[config.mk]
export PLATFORM = sky130hd
export DESIGN_NAME = reg_lock_scoreboard
export DESIGN_NICKNAME = d
export VERILOG_FILES = /design/src/rtl/reg_lock_scoreboard.sv
export SDC_FILE = /design/constraint.sdc
export NUM_CORES = 1
export LEC_CHECK = 0
export BUFFER_PORTS_ARGS = -buffer_cell sky130_fd_sc_hd__buf_2
export CORE_ASPECT_RATIO = 1.25
export CORE_MARGIN = 5
export CORE_UTILIZATION = 49
export DETAILED_ROUTE_END_ITERATION = 6
export GPL_TIMING_DRIVEN = 0
export PLACE_DENSITY_LB_ADDON = 0.08
export SLEW_MARGIN = 20
export SYNTH_ARGS = -nofsm -noshare
export SYNTH_HDL_FRONTEND = slang
export SYNTH_SLANG_ARGS = --single-unit
[constraint.sdc]
create_clock -name clk_i -period 2.8 [get_ports clk_i]
set_clock_uncertainty 0.2 [all_clocks]
set_input_delay 0.28 -clock clk_i [delete_from_list [all_inputs] [get_ports clk_i]]
set_output_delay 0.28 -clock clk_i [all_outputs]
set_load 0.01 [all_outputs]
[src/rtl/reg_lock_scoreboard.sv]
// Register lock scoreboard: tracks in-flight destinations and serialises blocking instructions.
// Latency: pl_ready_o is same-cycle combinational; lock and state updates appear one cycle later.
// Backpressure: pl_ready_o drops on a source hazard, for blocking drain or blocked phases, and on flush.

package rv64g_pkg;
  localparam int NUM_REGS = 64;
endpackage

module reg_lock_scoreboard #(
  parameter int NR = rv64g_pkg::NUM_REGS,
  parameter int NW = 2,
  parameter int CW = 16,
  localparam int LNR = $clog2(NR)
) (
  input  logic              clk_i,
  input  logic              arst_ni,
  input  logic              flush_i,
  input  logic              pl_valid_i,
  output logic              pl_ready_o,
  input  logic              blocking_i,
  input  logic [LNR-1:0]    rd_i,
  input  logic [NR-1:0]     reg_req_i,
  input  logic [NW-1:0]     wb_valid_i,
  input  logic [NW*LNR-1:0] wb_rd_i,
  input  logic              blk_done_i,
  output logic [NR-1:0]     locks_o,
  output logic [1:0]        state_o,
  output logic [CW-1:0]     stall_cnt_o
);

  typedef enum logic [1:0] {
    RUN     = 2'd0,
    DRAIN   = 2'd1,
    BLOCKED = 2'd2
  } state_e;

  state_e          state_q, state_d;
  logic [NR-1:0]   locks_q, locks_d;
  logic [NR-1:0]   wb_clr;
  logic [NR-1:0]   rd_oh;
  logic [NR-1:0]   eff;
  logic            eff_zero;
  logic            hazard;
  logic [CW-1:0]   stall_q;

  // Collect writeback clears; out-of-range indices are dropped.
  always_comb begin
    wb_clr = '0;
    for (int k = 0; k < NW; k++) begin
      if (wb_valid_i[k] && (int'(wb_rd_i[k*LNR +: LNR]) < NR)) begin
        wb_clr[wb_rd_i[k*LNR +: LNR]] = 1'b1;
      end
    end
  end

  // One-hot of the destination; register 0 is never locked.
  always_comb begin
    rd_oh = '0;
    if ((rd_i != '0) && (int'(rd_i) < NR)) begin
      rd_oh[rd_i] = 1'b1;
    end
  end

  assign eff      = locks_q & ~wb_clr;
  assign eff_zero = ~|eff;
  assign hazard   = |(reg_req_i & eff);

  // Next-state, next-lock and issue decision; flush overrides everything.
  always_comb begin
    state_d    = state_q;
    locks_d    = eff;
    pl_ready_o = 1'b0;
    case (state_q)
      RUN: begin
        if (blocking_i) begin
          pl_ready_o = pl_valid_i & eff_zero;
          if (pl_valid_i) begin
            if (eff_zero) begin
              state_d = BLOCKED;
              locks_d = '1;
            end else begin
              state_d = DRAIN;
            end
          end
        end else begin
          pl_ready_o = pl_valid_i & ~hazard;
          if (pl_ready_o) begin
            locks_d = eff | rd_oh;
          end
        end
      end
      DRAIN: begin
        pl_ready_o = pl_valid_i & blocking_i & eff_zero;
        if (!pl_valid_i || !blocking_i) begin
          state_d = RUN;
        end else if (eff_zero) begin
          state_d = BLOCKED;
          locks_d = '1;
        end
      end
      BLOCKED: begin
        locks_d = locks_q;
        if (blk_done_i) begin
          state_d = RUN;
          locks_d = '0;
        end
      end
      default: begin
        state_d = RUN;
        locks_d = '0;
      end
    endcase
    if (flush_i) begin
      state_d    = RUN;
      locks_d    = '0;
      pl_ready_o = 1'b0;
    end
    if (!arst_ni) begin
      pl_ready_o = 1'b0;
    end
  end

  // State and lock registers.
  always_ff @(posedge clk_i or negedge arst_ni) begin
    if (!arst_ni) begin
      state_q <= RUN;
      locks_q <= '0;
    end else begin
      state_q <= state_d;
      locks_q <= locks_d;
    end
  end

  // Saturating count of cycles where a valid instruction could not issue.
  always_ff @(posedge clk_i or negedge arst_ni) begin
    if (!arst_ni) begin
      stall_q <= '0;
    end else if (pl_valid_i && !pl_ready_o && (stall_q != {CW{1'b1}})) begin
      stall_q <= stall_q + {{(CW-1){1'b0}}, 1'b1};
    end
  end

  assign locks_o     = locks_q;
  assign state_o     = state_q;
  assign stall_cnt_o = stall_q;

endmodule

==> results.json, run 1 <==
{
  "result_of_the_run": "stopped before the end",
  "outcome.stop_stage": "5_1_grt",
  "first-error": "[ERROR GRT-0232] Routing congestion too high. Check the congestion heatmap in the GUI.",
  "number_of_top_level_pins": 173,
  "starting_density_of_the_core": 0.499,
  "chipWidth_um": 114,
  "synth_seq_area_share": 0.309,
  "synth-edff-count": 0,
  "dpl.hpwl_um": 27500,
  "dpl_cell_area_sq_mm": 0.00798,
  "crit_endpoint": "pl_ready_o",
  "synth.ff_latch_count": 82,
  "synth_compound_area_frac": 0.359,
  "post_synthesis_async_set_or_reset_flop_share": 1.00,
  "postSynth.topFlopCell": "sky130_fd_sc_hd__dfrtp_1",
  "grt_max_degree": 48,
  "gp_congestion": 1.12,
  "grt_overflow_total": 25,
  "worst-ep-kind": "primary output",
  "track_usage": 0.688,
  "htree_levels": 3,
  "synth_simple_gate_area_frac": 0.248,
  "yosys.cell_types.count": 67,
  "synth_adder_area_share": 0.00189,
  "post-place-ws_ns": -1.40,
  "synth_fp_nets": 862,
  "die_h_um": 140,
  "synthXorXnorAreaFrac": 0.0172,
  "synth.cell_area_sq_mm": 0.00663,
  "cts_inserted_buffers": 9,
  "synth.mux.area_fraction": 0.00340,
  "clock_tree.root_cell": "sky130_fd_sc_hd__clkbuf_16",
  "synthesis.instances": 771,
  "combinational_family_with_the_most_area_after_synthesis": "compound AO/OA/AOI/OAI gates",
  "fp-row-count": 47,
  "port_buffers": 172,
  "count_of_clock_tree_sinks": 82,
  "post_synth.cell_area_avg_sq_um": 8.60,
  "post-place-cells": 1115,
  "yosys_warnings": 0,
  "ctsLongestPathBuffers": 2
}
-- timing repair --
| action | CTS |
|---|---|
| gates cloned | 6 |
| endpoints found under the hold margin | 35 |
| pin swaps | 77 |
| hold buffers | 1 |
| setup buffers | 67 |
| setup endpoints to repair | 83 |
| gates resized for setup | 212 |
-- cells in the mapped netlist, types with 14 or more instances --
library cell,n,area share
sky130_fd_sc_hd__dfrtp_1,82,0.31
sky130_fd_sc_hd__o21ai_0,80,0.060
sky130_fd_sc_hd__nand2_1,66,0.037
sky130_fd_sc_hd__o221ai_1,62,0.082
sky130_fd_sc_hd__a22oi_1,61,0.069
sky130_fd_sc_hd__clkbuf_1,45,0.025
sky130_fd_sc_hd__a221oi_1,40,0.053
sky130_fd_sc_hd__o31ai_1,31,0.035
sky130_fd_sc_hd__nand4_1,29,0.027
sky130_fd_sc_hd__nand3_1,26,0.020
sky130_fd_sc_hd__buf_2,17,0.013
sky130_fd_sc_hd__buf_1,15,0.0085
sky130_fd_sc_hd__inv_1,14,0.0079
sky130_fd_sc_hd__nor2_1,14,0.0079
-- per-layer routing --
metal | GRT overflow | global-route usage
met4 | 13 | 0.674
met5 | 0 | 0.117
met2 | 12 | 0.857
met1 | 0 | 0.705
met3 | 0 | 0.514
-- per-stage QoR --
stage / hold WS (ns) / utilization / TNS (ns)
4_1_cts: 0.00378 / 0.736 / -19.69
3_5_place_dp: 0.0784 / 0.600 / -95.76
3_3_place_gp: 0.272 / 0.599 / -96.87
2_1_floorplan: -0.216 / - / -1.50
-- kinds of logic after synthesis --
| group | count (synthesis) |
|---|---|
| and+or+nand+nor | 256 |
| xor gates and xnor gates | 13 |
| buffers and inverters | 95 |
| DFF | 82 |
| muxes | 2 |
| adders and majority gates | 1 |
| AOI/OAI and AO/OA | 322 |
==> run 2: changes to the inputs <==
CORE_ASPECT_RATIO = default   (was 1.25)
CORE_UTILIZATION = 38   (was 49)
PLACE_DENSITY_LB_ADDON = 0.15   (was 0.08)
clock period = 3.6 ns   (was 2.8 ns; I/O delays follow)
==> run 2 against run 1 <==
  * Synthesized cell count unchanged
  * Synthesized area unchanged
  * The flow now finishes without violations
==> results.json, run 2 <==
{
  "synth.ff_latch_count": 82,
  "rr_worst_depth": 8,
  "final_report_hold_violation_count": 0,
  "critPathMaxStageDelay_ns": 0.61,
  "fp-row-count": 48,
  "maximum_fanout_count_along_the_critical_path": 10,
  "fin_cells": 1201,
  "yosysMostFrequentCell": "sky130_fd_sc_hd__dfrtp_1",
  "core_area_sq_mm": 0.0172,
  "drt.antenna.violating_nets": 0,
  "maximum_vdd_ir_drop_mv": 0.283,
  "worst_setup_path_startpoint": "wb_rd_i[7]",
  "post_synth.cell_area_avg_sq_um": 8.60,
  "timing.critical_path.to": "pl_ready_o",
  "wirelength_per_cell_um": 28.3,
  "final-setup-viol-count": 0,
  "final_cell_mix": "186 x sky130_fd_sc_hd__buf_2, 82 x sky130_fd_sc_hd__dfrtp_1, 80 x sky130_fd_sc_hd__o21ai_0, 66 x sky130_fd_sc_hd__nand2_1, 61 x sky130_fd_sc_hd__a22oi_1",
  "grt_pass1_wl_um": 50100,
  "hold_path.class": "in2reg",
  "totalWireLength_um": 34000,
  "clk_pin_slew_worst_paths_ns": 0.07,
  "max_slew_margin": 0.301,
  "r2r_start": "locks_o[57]",
  "yosys.area.top_type_share": 0.309,
  "worstSkewPairLatency_ns": 0.36,
  "worst_r2r_endpoint": "locks_o[53]",
  "ff2ff_setup_slack_ns": 0.28,
  "grt_overflow_total": 0,
  "max_slew.worst_pin.slew_ns": 1.04,
  "max_cap_violations": 0,
  "gp_congestion": 1.06,
  "cell_chain_critical_path": "buf_2 > buf_2 > and4bb_4 > a221oi_1 > or4_1 > or4_4 > nor2_4 > nand3b_1 > a21oi_1 > buf_2",
  "die_h_um": 142,
  "grt_max_degree": 58,
  "final_layout_size_suffix_gt1_frac": 0.330,
  "post_synthesis_async_set_or_reset_flop_share": 1.00,
  "critical_path_buf_inv_count": 3,
  "synth.cell_area_sq_mm": 0.00663,
  "layout.cells.most_common": "sky130_fd_sc_hd__buf_2",
  "cts_tree": "done",
  "nets": 1063,
  "htree_levels": 3,
  "top_family_by_delay_on_critical_path": "simple AND/OR/NAND/NOR gates",
  "timing.critical_path.from_type": "input port",
  "timing.final.crit_share": 0.983,
  "antenna_found_initial": 0,
  "ctsLongestPathBuffers": 2,
  "antenna_fix_cells": 0,
  "critical_path_cell_count": 10,
  "routed-via-count": 8401,
  "dpl.hpwl_um": 26400,
  "yosys.cell_types.count": 67,
  "timing.final.max_slew_violations": 0,
  "largest_reg_flops": 64,
  "synth-edff-count": 0,
  "number_of_top_level_pins": 173,
  "cts_inserted_buffers": 9,
  "power_leakage_nw": 3.61,
  "clock_tree.root_cell": "sky130_fd_sc_hd__clkbuf_16",
  "netlist_top_cells_area": "sky130_fd_sc_hd__dfrtp_1 31%, sky130_fd_sc_hd__o221ai_1 8.2%, sky130_fd_sc_hd__a22oi_1 6.9%, sky130_fd_sc_hd__o21ai_0 6.0%, sky130_fd_sc_hd__a221oi_1 5.3%",
  "count_of_clock_tree_sinks": 82,
  "cp_data_required_time_ns": 3.04,
  "result_of_the_run": "finished, final reports clean",
  "port_buffers": 172,
  "fin_tns_setup_ns": 0,
  "synth_seq_area_share": 0.309,
  "postSynth.topFlopCell": "sky130_fd_sc_hd__dfrtp_1",
  "synthesis.instances": 771,
  "synthDominantAreaCellType": "sky130_fd_sc_hd__dfrtp_1",
  "remaining_drc_errors": 0,
  "drt_first_pass_iters": 6,
  "worstSetupEndpointType": "output pin",
  "layout-area-overhead-vs-synth_pct": 31.1,
  "top_cells_by_count_synth": "82 x sky130_fd_sc_hd__dfrtp_1, 80 x sky130_fd_sc_hd__o21ai_0, 66 x sky130_fd_sc_hd__nand2_1",
  "final_period_minus_worst_setup_slack_ns": 3.54,
  "timing.critical_path.mode_cell": "sky130_fd_sc_hd__buf_2",
  "starting_density_of_the_core": 0.385,
  "post-place-cells": 1169,
  "category_of_the_critical_setup_timing_path": "in2out",
  "chipWidth_um": 142,
  "worst-endpoint-arrival_ns": 2.98,
  "grt_pass1_vias": 7873,
  "pwr_density_cell_mw_per_mm2": 401,
  "cp_slowest_cell": "sky130_fd_sc_hd__or4_4",
  "max_freq_ghz": 0.283,
  "synth_fp_nets": 862,
  "design.die.area_sq_mm": 0.0202,
  "post_drt_via_cell_ratio": 7.00,
  "drt_iter0_drc": 1090,
  "yosys_warnings": 0,
  "fillCellCount": 1744,
  "track_usage": 0.330
}
-- run 2: cell counts after synthesis --
No cell type changed its count.
-- run 2: worst min path at each step --
stage,from,end,slack (ns),cells after the start
after floorplan,arst_ni,locks_o[0],-0.14,0
after CTS,rd_i[4],locks_o[8],0.05,2
after global placement,stall_cnt_o[6],stall_cnt_o[6],0.28,1
final,rd_i[4],locks_o[8],0.06,2
after global routing,rd_i[4],locks_o[8],0.07,2
after detailed placement,arst_ni,stall_cnt_o[0],0.10,1
-- run 2: worst reg2reg max path: cells and delay by family (launching register included) --
family                 cells  cell delay (ns)
buffers and inverters      1             0.35
AND/OR/NAND/NOR            5             1.68
flip-flops                 1             0.46
AO/OA/AOI/OAI              2             0.50
-- run 2: repair_timing --
| action | CTS | global route |
|---|---|---|
| endpoints found under the setup margin | 67 | 37 |
| hold buffers | 1 | 0 |
| hold endpoints to repair | 26 | 0 |
| pin swaps | 5 | 12 |
| gates resized for setup | 35 | 35 |
| setup buffers | 19 | 14 |
-- run 2: report_power, final --
| group | switching (mW) | internal, mW | leakage (nW) |
|---|---|---|---|
| Sequential | 0.148 | 1.01 | 1.13 |
| Combinational | 0.778 | 0.475 | 2.33 |
| Clock | 0.393 | 0.677 | 0.162 |
-- run 2: through the flow --
stage	utilization	power (mW)	hold WS [ns]	area, sq um	worst slack [ns]
floorplan	-	1.80	-0.136	6630	0.370
global placement	0.451	2.28	0.282	7770	-0.722
detailed placement	0.453	2.28	0.100	7800	-0.704
CTS	0.491	3.40	0.0525	8470	0.00151
global route	0.504	3.64	0.0697	8690	-0.00242
finish	0.504	3.48	0.0616	8690	0.0612
-- run 2: layout make-up --
| cell class | count | area (sq um) | area share |
|---|---|---|---|
| Timing Repair Buffer | 207 | 1150 | 0.132 |
| Buffer | 64 | 289 | 0.0332 |
| Tap cell | 225 | 282 | 0.0324 |
| Sequential cell | 82 | 2050 | 0.236 |
| Inverter | 14 | 52.6 | 0.00604 |
| Clock inverter | 6 | 115 | 0.0132 |
| Clock buffer | 9 | 225 | 0.0259 |
| Multi-Input combinational cell | 594 | 4530 | 0.521 |
-- run 2: cell families after synthesis --
| family | after synthesis | synth area share |
|---|---|---|
| compound gates | 322 | 0.359 |
| xor+xnor | 13 | 0.0172 |
| fa+ha+maj | 1 | 0.00189 |
| buf+inv | 95 | 0.0609 |
| flops | 82 | 0.309 |
| mux | 2 | 0.00340 |
| simple gates | 256 | 0.248 |
-- run 2: layer usage --
metal	track usage	vias to the layer above	share of wire
met5	0	-	0
met4	0.138	0	0.046
met3	0.0894	119	0.13
met2	0.490	651	0.43
met1	0.453	4032	0.39
li1	-	3599	-
(Power assumes the default switching activity.)
==> run 3: changes to the inputs <==
--- a/config.mk
+++ b/config.mk
@@ -12,3 +12,3 @@
 export GPL_TIMING_DRIVEN = 0
-export PLACE_DENSITY_LB_ADDON = 0.15
+export PLACE_DENSITY = 0.63
 export SLEW_MARGIN = 20
--- a/constraint.sdc
+++ b/constraint.sdc
@@ -4,2 +4,2 @@
 set_output_delay 0.36 -clock clk_i [all_outputs]
-set_load 0.01 [all_outputs]
+set_load 0.05 [all_outputs]
==> run 3 against run 2 <==
  * The flow now finishes with violations (negative setup slack)
  * Combinational power is 28% higher
  * Worst setup slack lost 0.071 ns
  * Register-to-register slack better by 0.11 ns
  * Die area did not move
  * Final cell count grew 2.7%
==> results.json, run 3 (same netlist as run 2, synthesis figures left out) <==
{
  "result_of_the_run": "finished with violations",
  "violations_in_the_final_reports": "negative setup slack",
  "final_report_hold_violation_count": 0,
  "largest_reg_flops": 64,
  "ctsLongestPathBuffers": 2,
  "htree_levels": 3,
  "hold_path.class": "in2reg",
  "final_critical_path_setup_slack_ns": -0.0102,
  "max_slew.worst_pin.slew_ns": 0.940,
  "power_leakage_nw": 3.82,
  "drt.antenna.violating_nets": 0,
  "cts_inserted_buffers": 9,
  "postLayoutCellArea_sq_mm": 0.00917,
  "pwr_density_cell_mw_per_mm2": 406,
  "layout-area-overhead-vs-synth_pct": 38.2,
  "track_usage": 0.330,
  "post_drt_via_cell_ratio": 7.06,
  "maximum_vdd_ir_drop_mv": 0.494,
  "wirelength_per_cell_um": 28.5,
  "clock_tree.root_cell": "sky130_fd_sc_hd__clkbuf_16",
  "routed-via-count": 8700,
  "final_cell_mix": "172 x sky130_fd_sc_hd__buf_2, 82 x sky130_fd_sc_hd__dfrtp_1, 80 x sky130_fd_sc_hd__o21ai_0, 67 x sky130_fd_sc_hd__buf_4, 66 x sky130_fd_sc_hd__nand2_1",
  "nets": 1094,
  "tightest_hold_margin_ns": 0.0945,
  "timing.final.max_slew_violations": 0,
  "layout.cells.most_common": "sky130_fd_sc_hd__buf_2",
  "final_layout_size_suffix_gt1_frac": 0.370,
  "worstSetupEndpointType": "output pin",
  "core_area_sq_mm": 0.0172,
  "ff2ff_setup_slack_ns": 0.39,
  "dpl_cell_area_sq_mm": 0.00780,
  "drt_iter0_drc": 1373,
  "max_freq_ghz": 0.277,
  "fin_total_pwr_mw": 3.72,
  "grt_max_degree": 44,
  "max_slew_margin": 0.364,
  "chipWidth_um": 142,
  "drt_first_pass_iters": 6,
  "dpl.hpwl_um": 26400,
  "clk_pin_slew_worst_paths_ns": 0.06,
  "final_period_minus_worst_setup_slack_ns": 3.61,
  "grt_pass1_wl_um": 50500,
  "totalWireLength_um": 35200,
  "final-setup-viol-count": 1,
  "count_of_clock_tree_sinks": 82,
  "max_cap_violations": 0,
  "timing.final.crit_share": 1.00,
  "cp_data_required_time_ns": 3.04,
  "grt_pass1_vias": 8014,
  "category_of_the_critical_setup_timing_path": "in2out",
  "cts_tree": "done",
  "antenna_fix_cells": 0,
  "port_buffers": 172,
  "gp_congestion": 1.05,
  "worstSkewPairLatency_ns": 0.35,
  "grt_overflow_total": 0,
  "timing.critical_path.from_type": "input port",
  "starting_density_of_the_core": 0.385,
  "design.die.area_sq_mm": 0.0202,
  "number_of_top_level_pins": 173,
  "worst-endpoint-arrival_ns": 3.05,
  "maximum_fanout_count_along_the_critical_path": 10,
  "die_h_um": 142,
  "remaining_drc_errors": 0,
  "fp-row-count": 48,
  "antenna_found_initial": 0
}
## run 3: per-stage QoR
stage	TNS (ns)	setup slack, ns	cells	utilization
floorplan	0	0.202	771	-
detailed placement	-49.08	-0.784	1169	0.453
global placement	-51.16	-0.827	1168	0.451
global route	-0.0243	-0.0243	1233	0.532
CTS	-0.103	-0.103	1195	0.489
finish	-0.0102	-0.0102	1233	0.532
## run 3: final cells by class
cell class,instances,area [sq um]
buffer,61,342
sequential,82,2050
fill,1633,8070
multi-input combinational,598,4730
tap,225,282
clock inverter,7,77.6
timing repair buffer,237,1410
clock buffer,9,225
inverter,14,52.6
## run 3: where the power goes
group	switching, mW	internal, mW
clock	0.409	0.545
sequential	0.156	1.01
combinational	1.08	0.524
total	1.64	2.08
## run 3: what timing repair did
action,in CTS,in global routing
hold buffers,1,0
endpoints found under the hold margin,40,0
setup buffers,15,48
setup endpoints to repair,76,56
pin swaps,6,25
gates cloned,0,4
gates resized for setup,37,99
## run 3: worst max-delay path, stage by stage
cell and delay (ns):
sky130_fd_sc_hd__buf_2 0.15, sky130_fd_sc_hd__buf_4 0.17, sky130_fd_sc_hd__nand4b_1 0.23, sky130_fd_sc_hd__buf_4 0.19, sky130_fd_sc_hd__o221a_2 0.27, sky130_fd_sc_hd__a22o_1 0.20, sky130_fd_sc_hd__or4b_4 0.50, sky130_fd_sc_hd__nor4_4 0.41
sky130_fd_sc_hd__nand3b_1 0.17, sky130_fd_sc_hd__a21oi_2 0.21, sky130_fd_sc_hd__buf_6 0.19
## run 3: worst paths after layout
check,endpoint,depth (start not counted),startpoint
min reg2reg,stall_cnt_o[10],1,stall_cnt_o[10]
max in group asynchronous,locks_o[7],3,arst_ni
min in group asynchronous,locks_o[59],2,arst_ni
min,locks_o[8],2,rd_i[4]
max,pl_ready_o,11,wb_rd_i[1]
max reg2reg,locks_o[53],9,locks_o[35]
## run 3: layer usage
metal / share of wire / GRT usage / vias up / wire length [um]
li1: - / - / 3678 / -
met4: 0.051 / 0.124 / 0 / 1810
met1: 0.40 / 0.455 / 4168 / 14100
met2: 0.43 / 0.506 / 707 / 15300
met5: 0 / 0 / - / 0
met3: 0.11 / 0.0766 / 147 / 4020
